$ cat config.mk
export PLATFORM = sky130hd
export DESIGN_NAME = sync_fifo_prog
export DESIGN_NICKNAME = d
export VERILOG_FILES = /design/src/rtl/sync_fifo_prog.sv
export SDC_FILE = /design/constraint.sdc
export NUM_CORES = 1
export LEC_CHECK = 0
export CORE_ASPECT_RATIO = 1.2
export CORE_MARGIN = 2
export CORE_UTILIZATION = 50
export CTS_CLUSTER_DIAMETER = 60
export DETAILED_ROUTE_END_ITERATION = 8
export PLACE_DENSITY = 0.7
export SLEW_MARGIN = 20
export SYNTH_ARGS = -nofsm -noshare
export SYNTH_HDL_FRONTEND = slang
export SYNTH_SLANG_ARGS = --single-unit
$ cat constraint.sdc
create_clock -name clk -period 6.1 [get_ports clk]
set_input_delay 1.22 -clock clk [delete_from_list [all_inputs] [get_ports clk]]
set_output_delay 1.22 -clock clk [all_outputs]
set_load 0.02 [all_outputs]
$ cat src/rtl/sync_fifo_prog.sv
// sync_fifo_prog: single-clock FIFO with arbitrary depth (power of two not
// required), programmable almost-full / almost-empty thresholds and a choice
// of registered or first-word-fall-through read data.
//
// Build option: define SYNC_FIFO_PROG_ERR_FLAGS_EN to get sticky overflow /
// underflow flags. Without it the ports are still present and tied to 0.
module sync_fifo_prog #(
  parameter int DATA_WIDTH = 8,
  parameter int DEPTH      = 10,
  parameter int FWFT       = 0,
  parameter int AF_THRESH  = DEPTH - 2,
  parameter int AE_THRESH  = 2
) (
  input  logic                           clk,
  input  logic                           rst,
  input  logic                           flush,
  input  logic                           wr_en,
  input  logic [DATA_WIDTH-1:0]          wr_data,
  input  logic                           rd_en,
  output logic [DATA_WIDTH-1:0]          rd_data,
  output logic [$clog2(DEPTH+1)-1:0]     count,
  output logic                           empty,
  output logic                           full,
  output logic                           almost_empty,
  output logic                           almost_full,
  output logic                           overflow,
  output logic                           underflow
);

  // Pointer width covers indices 0..DEPTH-1; count width covers 0..DEPTH.
  localparam int PTR_W = (DEPTH > 1) ? $clog2(DEPTH) : 1;
  localparam int CNT_W = $clog2(DEPTH + 1);

  localparam logic [PTR_W-1:0] LAST_PTR = PTR_W'(DEPTH - 1);
  localparam logic [CNT_W-1:0] DEPTH_C  = CNT_W'(DEPTH);
  localparam logic [CNT_W-1:0] AF_C     = CNT_W'(AF_THRESH);
  localparam logic [CNT_W-1:0] AE_C     = CNT_W'(AE_THRESH);

  // Illegal configurations stop elaboration instead of building a broken FIFO.
  generate
    if (DEPTH < 2) begin : g_bad_depth
      $error("sync_fifo_prog: DEPTH must be >= 2");
    end
    if ((AF_THRESH < 1) || (AF_THRESH > DEPTH)) begin : g_bad_af
      $error("sync_fifo_prog: AF_THRESH must be within 1..DEPTH");
    end
    if ((AE_THRESH < 0) || (AE_THRESH > DEPTH - 1)) begin : g_bad_ae
      $error("sync_fifo_prog: AE_THRESH must be within 0..DEPTH-1");
    end
    if ((FWFT != 0) && (FWFT != 1)) begin : g_bad_fwft
      $error("sync_fifo_prog: FWFT must be 0 or 1");
    end
  endgenerate

  logic [DATA_WIDTH-1:0] mem [0:DEPTH-1];
  logic [PTR_W-1:0]      wr_ptr;
  logic [PTR_W-1:0]      rd_ptr;
  logic [CNT_W-1:0]      count_r;
  logic                  push;
  logic                  pop;

  // Pointers step by one and wrap explicitly at DEPTH-1, so any depth works.
  function automatic logic [PTR_W-1:0] ptr_next(input logic [PTR_W-1:0] p);
    if (p == LAST_PTR) begin
      return '0;
    end
    return p + PTR_W'(1);
  endfunction

  // Flags decode straight from the registered fill level.
  always_comb begin
    empty        = (count_r == '0);
    full         = (count_r == DEPTH_C);
    almost_full  = (count_r >= AF_C);
    almost_empty = (count_r <= AE_C);
  end

  // Accepted operations; flush suppresses both, and a full FIFO seeing
  // push+pop therefore performs only the pop (empty: only the push).
  always_comb begin
    push = wr_en & ~full  & ~flush;
    pop  = rd_en & ~empty & ~flush;
  end

  assign count = count_r;

  // Storage array carries data only, so it is written without reset.
  always_ff @(posedge clk) begin
    if (push) begin
      mem[wr_ptr] <= wr_data;
    end
  end

  // Write/read pointers and fill level; flush returns them to the origin.
  always_ff @(posedge clk or posedge rst) begin
    if (rst) begin
      wr_ptr  <= '0;
      rd_ptr  <= '0;
      count_r <= '0;
    end else if (flush) begin
      wr_ptr  <= '0;
      rd_ptr  <= '0;
      count_r <= '0;
    end else begin
      if (push) begin
        wr_ptr <= ptr_next(wr_ptr);
      end
      if (pop) begin
        rd_ptr <= ptr_next(rd_ptr);
      end
      case ({push, pop})
        2'b10:   count_r <= count_r + CNT_W'(1);
        2'b01:   count_r <= count_r - CNT_W'(1);
        default: count_r <= count_r;
      endcase
    end
  end

  // Read data path: head word shown directly, or captured on each pop.
  generate
    if (FWFT != 0) begin : g_fwft
      assign rd_data = mem[rd_ptr];
    end else begin : g_reg_rd
      logic [DATA_WIDTH-1:0] rd_data_r;

      // Capture the head word on an accepted pop; hold through flush and idle.
      always_ff @(posedge clk or posedge rst) begin
        if (rst) begin
          rd_data_r <= '0;
        end else if (pop) begin
          rd_data_r <= mem[rd_ptr];
        end
      end

      assign rd_data = rd_data_r;
    end
  endgenerate

`ifdef SYNC_FIFO_PROG_ERR_FLAGS_EN
  logic overflow_r;
  logic underflow_r;

  // Sticky error flags: a push into full with no pop to make room, or a pop
  // from empty; only reset or flush clears them.
  always_ff @(posedge clk or posedge rst) begin
    if (rst) begin
      overflow_r  <= 1'b0;
      underflow_r <= 1'b0;
    end else if (flush) begin
      overflow_r  <= 1'b0;
      underflow_r <= 1'b0;
    end else begin
      if (wr_en & full & ~pop) begin
        overflow_r <= 1'b1;
      end
      if (rd_en & empty) begin
        underflow_r <= 1'b1;
      end
    end
  end

  assign overflow  = overflow_r;
  assign underflow = underflow_r;
`else
  assign overflow  = 1'b0;
  assign underflow = 1'b0;
`endif

endmodule

==> results of run 1 <==
## kinds of logic after synthesis
kind of cell | after synthesis | synth area share, %
DFF | 100 | 68.2
and+or+nand+nor | 75 | 8.53
AOI/OAI and AO/OA | 33 | 4.47
muxes | 31 | 14.0
buffers and inverters | 24 | 2.65
adders and majority gates | 5 | 1.65
xor gates and xnor gates | 2 | 0.412
other | 1 | 0.0881
## state kept, by name, indices dropped and copies added, names as in the netlist
| signal | flops |
|---|---|
| count | 4 |
| mem | 80 |
| rd_data | 8 |
| wr_ptr | 4 |
| rd_ptr | 4 |
## cell usage after synthesis, drive strengths merged
| master | number |
|---|---|
| mux2 | 4 |
| o41ai | 1 |
| o211a | 1 |
| ha | 4 |
| o21ai | 14 |
| nand3 | 4 |
| inv | 5 |
| mux4 | 20 |
| or4 | 2 |
| or3 | 2 |
| nor3b | 1 |
| nor4 | 3 |
| o311ai | 1 |
| and2 | 1 |
| conb | 1 |
| a21oi | 12 |
| fa | 1 |
| nor2 | 14 |
| nand2b | 6 |
| nand4bb | 1 |
| mux2i | 7 |
| a31oi | 1 |
| dfrtp | 20 |
| clkbuf | 11 |
| nand2 | 28 |
| nor3 | 12 |
| buf | 8 |
| edfxtp | 80 |
| a211oi | 2 |
| o41a | 1 |
| and3b | 1 |
| xor2 | 2 |
## layer usage
layer  wire (um)  part of all wire [%]
met1        3400                    44
met2        4000                    51
met3         293                   3.8
met4          99                   1.3
met5           0                     0
## area by class of cell
class	instances	area share [%]
Clock buffer	10	2.64
Clock inverter	6	1.11
Inverter	5	0.388
Multi-Input combinational cell	148	26.0
Sequential cell	100	60.0
Tap cell	114	2.95
Timing Repair Buffer	35	6.88
## tightest hold or removal path: cells and delay by family (launching register included)
kind	cells	cell delay (ps)
simple gates	2	100
flops	1	350
## stage by stage
stage	cell area, um^2	instances	utilization [%]
after CTS	4830	418	59.0
after detailed placement	4650	402	56.8
after floorplan	4260	272	-
after global routing	4830	418	59.0
after global placement	4650	402	56.8
final	4830	418	59.0
## worst max path at each step
stage / depth (start not counted) / endpoint / from / slack (ps)
4_1_cts: 8 / count[3] / flush / 2500
3_5_place_dp: 8 / count[3] / flush / 2090
6_report: 8 / count[3] / flush / 2500
3_3_place_gp: 8 / count[3] / flush / 2200
5_1_grt: 8 / count[3] / flush / 2240
2_1_floorplan: 9 / count[3] / flush / 3080
## power by group through the flow
stage	clock network (uW)	logic [uW]	registers, uW
2_1_floorplan	0	176	856
3_3_place_gp	0	326	831
3_5_place_dp	0	330	833
4_1_cts	402	331	817
5_1_grt	424	359	822
6_report	393	326	816
==> out/qor.yml, run 1 <==
tightest_slew_ps: 971
cap_violations: 0
worst-setup-path-type: "input pin to flop"
postCtsHoldBufs: 0
io_buffers: 28
finalWorstSetupSlack_ps: 2500
path_clk_slew_ps: 100
totalWireLength_mm: 7.80
ir_worst_vdd_uv: 127
p_leak_uw: 0.00166
worst-r2r-cell-count: 4
dp_hpwl_mm: 5.10
clkLatencyLatePin_ps: 360
worstReg2RegStart: "count[0]"
yosys_warnings: 0
power_frac_comb_pct: 21.2
cts_resized: 0
slew_headroom_pct: 35.0
seq_area_frac_synth_pct: 68.2
die_area_mm2: 0.00927
drc_errors: 0
grt_pass1_vias: 2354
holdCritStartpoint: "rd_data[0]"
fin_crit_ps: 3600
drt_iter0_drc: 147
gp_congestion: 0.858
layout_commonest_cell: "edfxtp_1"
hold_viol_final: 0
overflow: 0
outcome: "finished clean"
antenna_found_initial: 0
drive_gt1_share_pct: 13.8
pwr-share-clk_pct: 25.6
design.core.area_mm2: 0.00820
power_density_mw_per_mm2: 317
vias: 2321
p_sw_uw: 442
whs_endpoint: "rd_data[0]"
endpoint_kind: "flop"
crit_top_cell: "a21oi_1"
cts.sinks: 100
multi_input_area_mm2: 0.00126
cpPeakStageDelay_ps: 760
avgSynthCellArea_um2: 15.7
syn2layout_area_growth_pct: 13.6
grtUsageMet2_pct: 29.8
crit_arrival_ps: 3830
max_freq_mhz: 278
met3_usage_pct: 2.92
p_int_uw: 1090
rows: 36
crit_chain: "clkdlybuf4s50_1, nand2b_1, a21oi_1, ha_1, a21oi_1, o211a_1, mux2i_1, o311ai_0"
pin_count: 31
layout_worst_path_cycle_share_pct: 59.0
synth_top_cell_by_area: "edfxtp_1"
skew_ps: 13.8
wl_per_cell_um: 18.6
reg2reg_to: "mem[3][4]"
ys_types: 38
min_path_cells: 2
fin_hold_ws_ps: 474
grt_max_degree: 22
regArea_mm2: 0.00290
rsz0062_at_grt: "no"
post-cts-setup-buffers: 0
grtUsageMet1_pct: 24.0
cts_tree: "done"
min_path_type: "flop to flop"
yosys-top-cells-area: "edfxtp_1 (56%), dfrtp_1 (12%), mux4_2 (6.4%)"
first_pass_iters: 4
path_buf_inv: 1
start_kind: "input pin"
pwr-share-seq_pct: 53.2
most-common-layout-cells: "edfxtp_1 (80), clkdlybuf4s50_1 (28), nand2_1 (27), dfrtp_1 (20)"
grt_pass1_wl_mm: 12.3
fillers: 658
die_w_um: 88.2
crit_family: "compound AO/OA/AOI/OAI gates"
slowest_stage: "clkdlybuf4s50_1"
p_sw_share_pct: 28.8
start_util_pct: 51.9
r2r_slack_ps: 3360
h-tree-depth: 3
fin_nets: 317
synth_area_mm2: 0.00426
clockBufferDepth: 2
grt_usage_pct: 18.0
grt-busiest-layer: "met2"
cp.required_ps: 6330
netlist.area_leader.share_pct: 56.5
numCtsBuffers: 9
final_max_slew_viol_count: 0
ys_ff_latch: 100
ant_nets: 0
vias_per_cell: 5.55
root_buffer: "clkbuf_8"
synthCells: 271
setup_violations: 0
setup_tns_ps: 0
die_h_um: 105
n_antenna_cell: 0
total_power_uw: 1530
worstPathMaxFanout: 20
dp_slack_ps: 2090
(Power assumes the default switching activity.)
==> run 2: changes to the inputs <==
PLACE_DENSITY = 0.72   (was 0.7)
clock period = 3 ns   (was 6.1 ns; I/O delays follow)
==> run 2 against run 1 <==
Wire length grew 2.8%; cell count grew 2.4%; sequential share of layout area is 1.5 points lower; flip-flop and latch count is the same; global-route usage increased by 0.50 points; die area unchanged.
==> out/qor.yml, run 2 (synthesis results as in run 1) <==
outcome: "finished clean"
worstPathMaxFanout: 10  # -50%
io_buffers: 28  # unchanged
cts.sinks: 100  # unchanged
cp-startpoint: "count[0]"
first_pass_iters: 5  # +1
final_max_slew_viol_count: 0  # unchanged
skew_ps: 10.8  # -3.00 ps
pin_count: 31  # unchanged
postPlaceCellArea_mm2: 0.00473  # +1.6%
fin_nets: 327  # +3.2%
setup_violations: 0  # unchanged
crit_arrival_ps: 2230  # -1600 ps
rsz0062_at_grt: "no"
ir_worst_vdd_uv: 292  # +130%
grt_pass1_wl_mm: 12.6  # +2.4%
wl_per_cell_um: 18.7  # +0.41%
cts_tree: "done"
setup_tns_ps: 0  # unchanged
pwr-share-clk_pct: 28.6  # +3.0 points
slew_headroom_pct: 46.0  # +11 points
hold_viol_final: 0  # unchanged
finalWorstSetupSlack_ps: 165  # -2340 ps
clockBufferDepth: 2  # unchanged
totalWireLength_mm: 8.01  # +2.8%
design.core.area_mm2: 0.00820  # unchanged
vias: 2475  # +6.6%
die_h_um: 105  # unchanged
grt_pass1_vias: 2404  # +2.1%
syn2layout_area_growth_pct: 16.5
power_density_mw_per_mm2: 663  # +110%
drt_iter0_drc: 214  # +46%
rows: 36  # unchanged
min_path_type: "flop to flop"
die_w_um: 88.2  # unchanged
grt_max_degree: 21  # -4.5%
layout_commonest_cell: "edfxtp_1"
cpPeakStageDelay_ps: 650  # -110 ps
max_freq_mhz: 353
root_buffer: "clkbuf_8"
path_clk_slew_ps: 100  # about the same
dp_hpwl_mm: 5.31  # +4.1%
p_leak_uw: 0.00173  # +4.1%
fin_area_mm2: 0.00496  # +2.5%
drive_gt1_share_pct: 16.6  # +2.7 points
power_frac_comb_pct: 20.3  # -0.9 points
vias_per_cell: 5.78  # +4.1%
p_int_uw: 2390  # +120%
largest_register_ffs: 80  # unchanged
holdCritStartpoint: "rd_data[6]"
antenna_found_initial: 0  # unchanged
drc_errors: 0  # unchanged
p_sw_uw: 893  # +100%
crit_chain: "nand4bb_1, inv_1, clkdlybuf4s50_1"
dp_slack_ps: 246  # -1850 ps
cp.required_ps: 2400  # -3930 ps
slowest_stage: "clkdlybuf4s50_1"
gp_congestion: 0.856  # -0.31%
postCtsHoldBufs: 0  # unchanged
grt_usage_pct: 18.5  # +0.50 points
n_antenna_cell: 0  # unchanged
post-cts-setup-buffers: 0  # unchanged
cap_violations: 0  # unchanged
overflow: 0  # unchanged
h-tree-depth: 3  # unchanged
fin_crit_ps: 2830
start_util_pct: 51.9  # unchanged
endpoint_kind: "output port"
numCtsBuffers: 9  # unchanged
die_area_mm2: 0.00927  # unchanged
pwr-share-seq_pct: 51.1  # -2.1 points
p_sw_share_pct: 27.2  # -1.6 points
clkLatencyLatePin_ps: 360  # about the same
tightest_slew_ps: 809  # -162 ps
cts_resized: 0  # unchanged
largest_register: "mem"
start_kind: "flop"
ant_nets: 0  # unchanged
worst-setup-path-type: "flop to output port"
worstReg2RegStart: "count[0]"
most-common-layout-cells: "edfxtp_1 (80), clkdlybuf4s50_1 (28), nand2_1 (27), dfrtp_1 (20), buf_4 (17)"
layout_worst_path_cycle_share_pct: 94.5
## run 2: cell type report
class	instances	area, um^2
clock buffers	10	128
clock inverters	6	100
fillers	614	3240
inverters	5	18.8
multi-input cells	148	1260
flip-flops and latches	100	2900
well taps	114	143
repair buffers	45	408
## run 2: through the flow
stage               utilization, %  total power (uW)  hold slack, ps  instances
global placement              57.7              2360             452        412
CTS                           60.5              3310             478        428
floorplan                        -              2100             564        272
global route                  60.5              3440             511        428
finish                        60.5              3280             471        428
detailed placement            57.7              2380             456        412
## run 2: worst max-delay path: cells and delay by family (launching register included)
kind	cells	cell delay (ps)
flops	1	520
simple gates	1	440
buf+inv	2	920
## run 2: path summary, 6_finish.rpt
path / to / slack [ps] / cells after the start
max: full / 170 / 3
max reg2reg: count[3] / 440 / 7
min: rd_data[6] / 470 / 2
min in group asynchronous: rd_data[7] / 680 / 2
min reg2reg: rd_data[6] / 470 / 2
max in group asynchronous: rd_ptr[2] / 1810 / 2
## run 2: routing by layer
metal / wire, um / share of wire (%) / vias to the layer above / track usage [%]
met5: 0 / 0 / - / 0
met4: 180 / 2.2 / 0 / 8.12
met3: 358 / 4.5 / 18 / 3.55
met2: 4060 / 51 / 81 / 30.3
met1: 3410 / 43 / 1258 / 23.8
li1: - / - / 1118 / -
## run 2: power by group through the flow
stage	clock, uW	combinational (uW)	sequential, uW
2_1_floorplan	0	358	1740
3_3_place_gp	0	654	1700
3_5_place_dp	0	665	1710
4_1_cts	962	669	1680
5_1_grt	1020	731	1690
6_report	941	667	1680
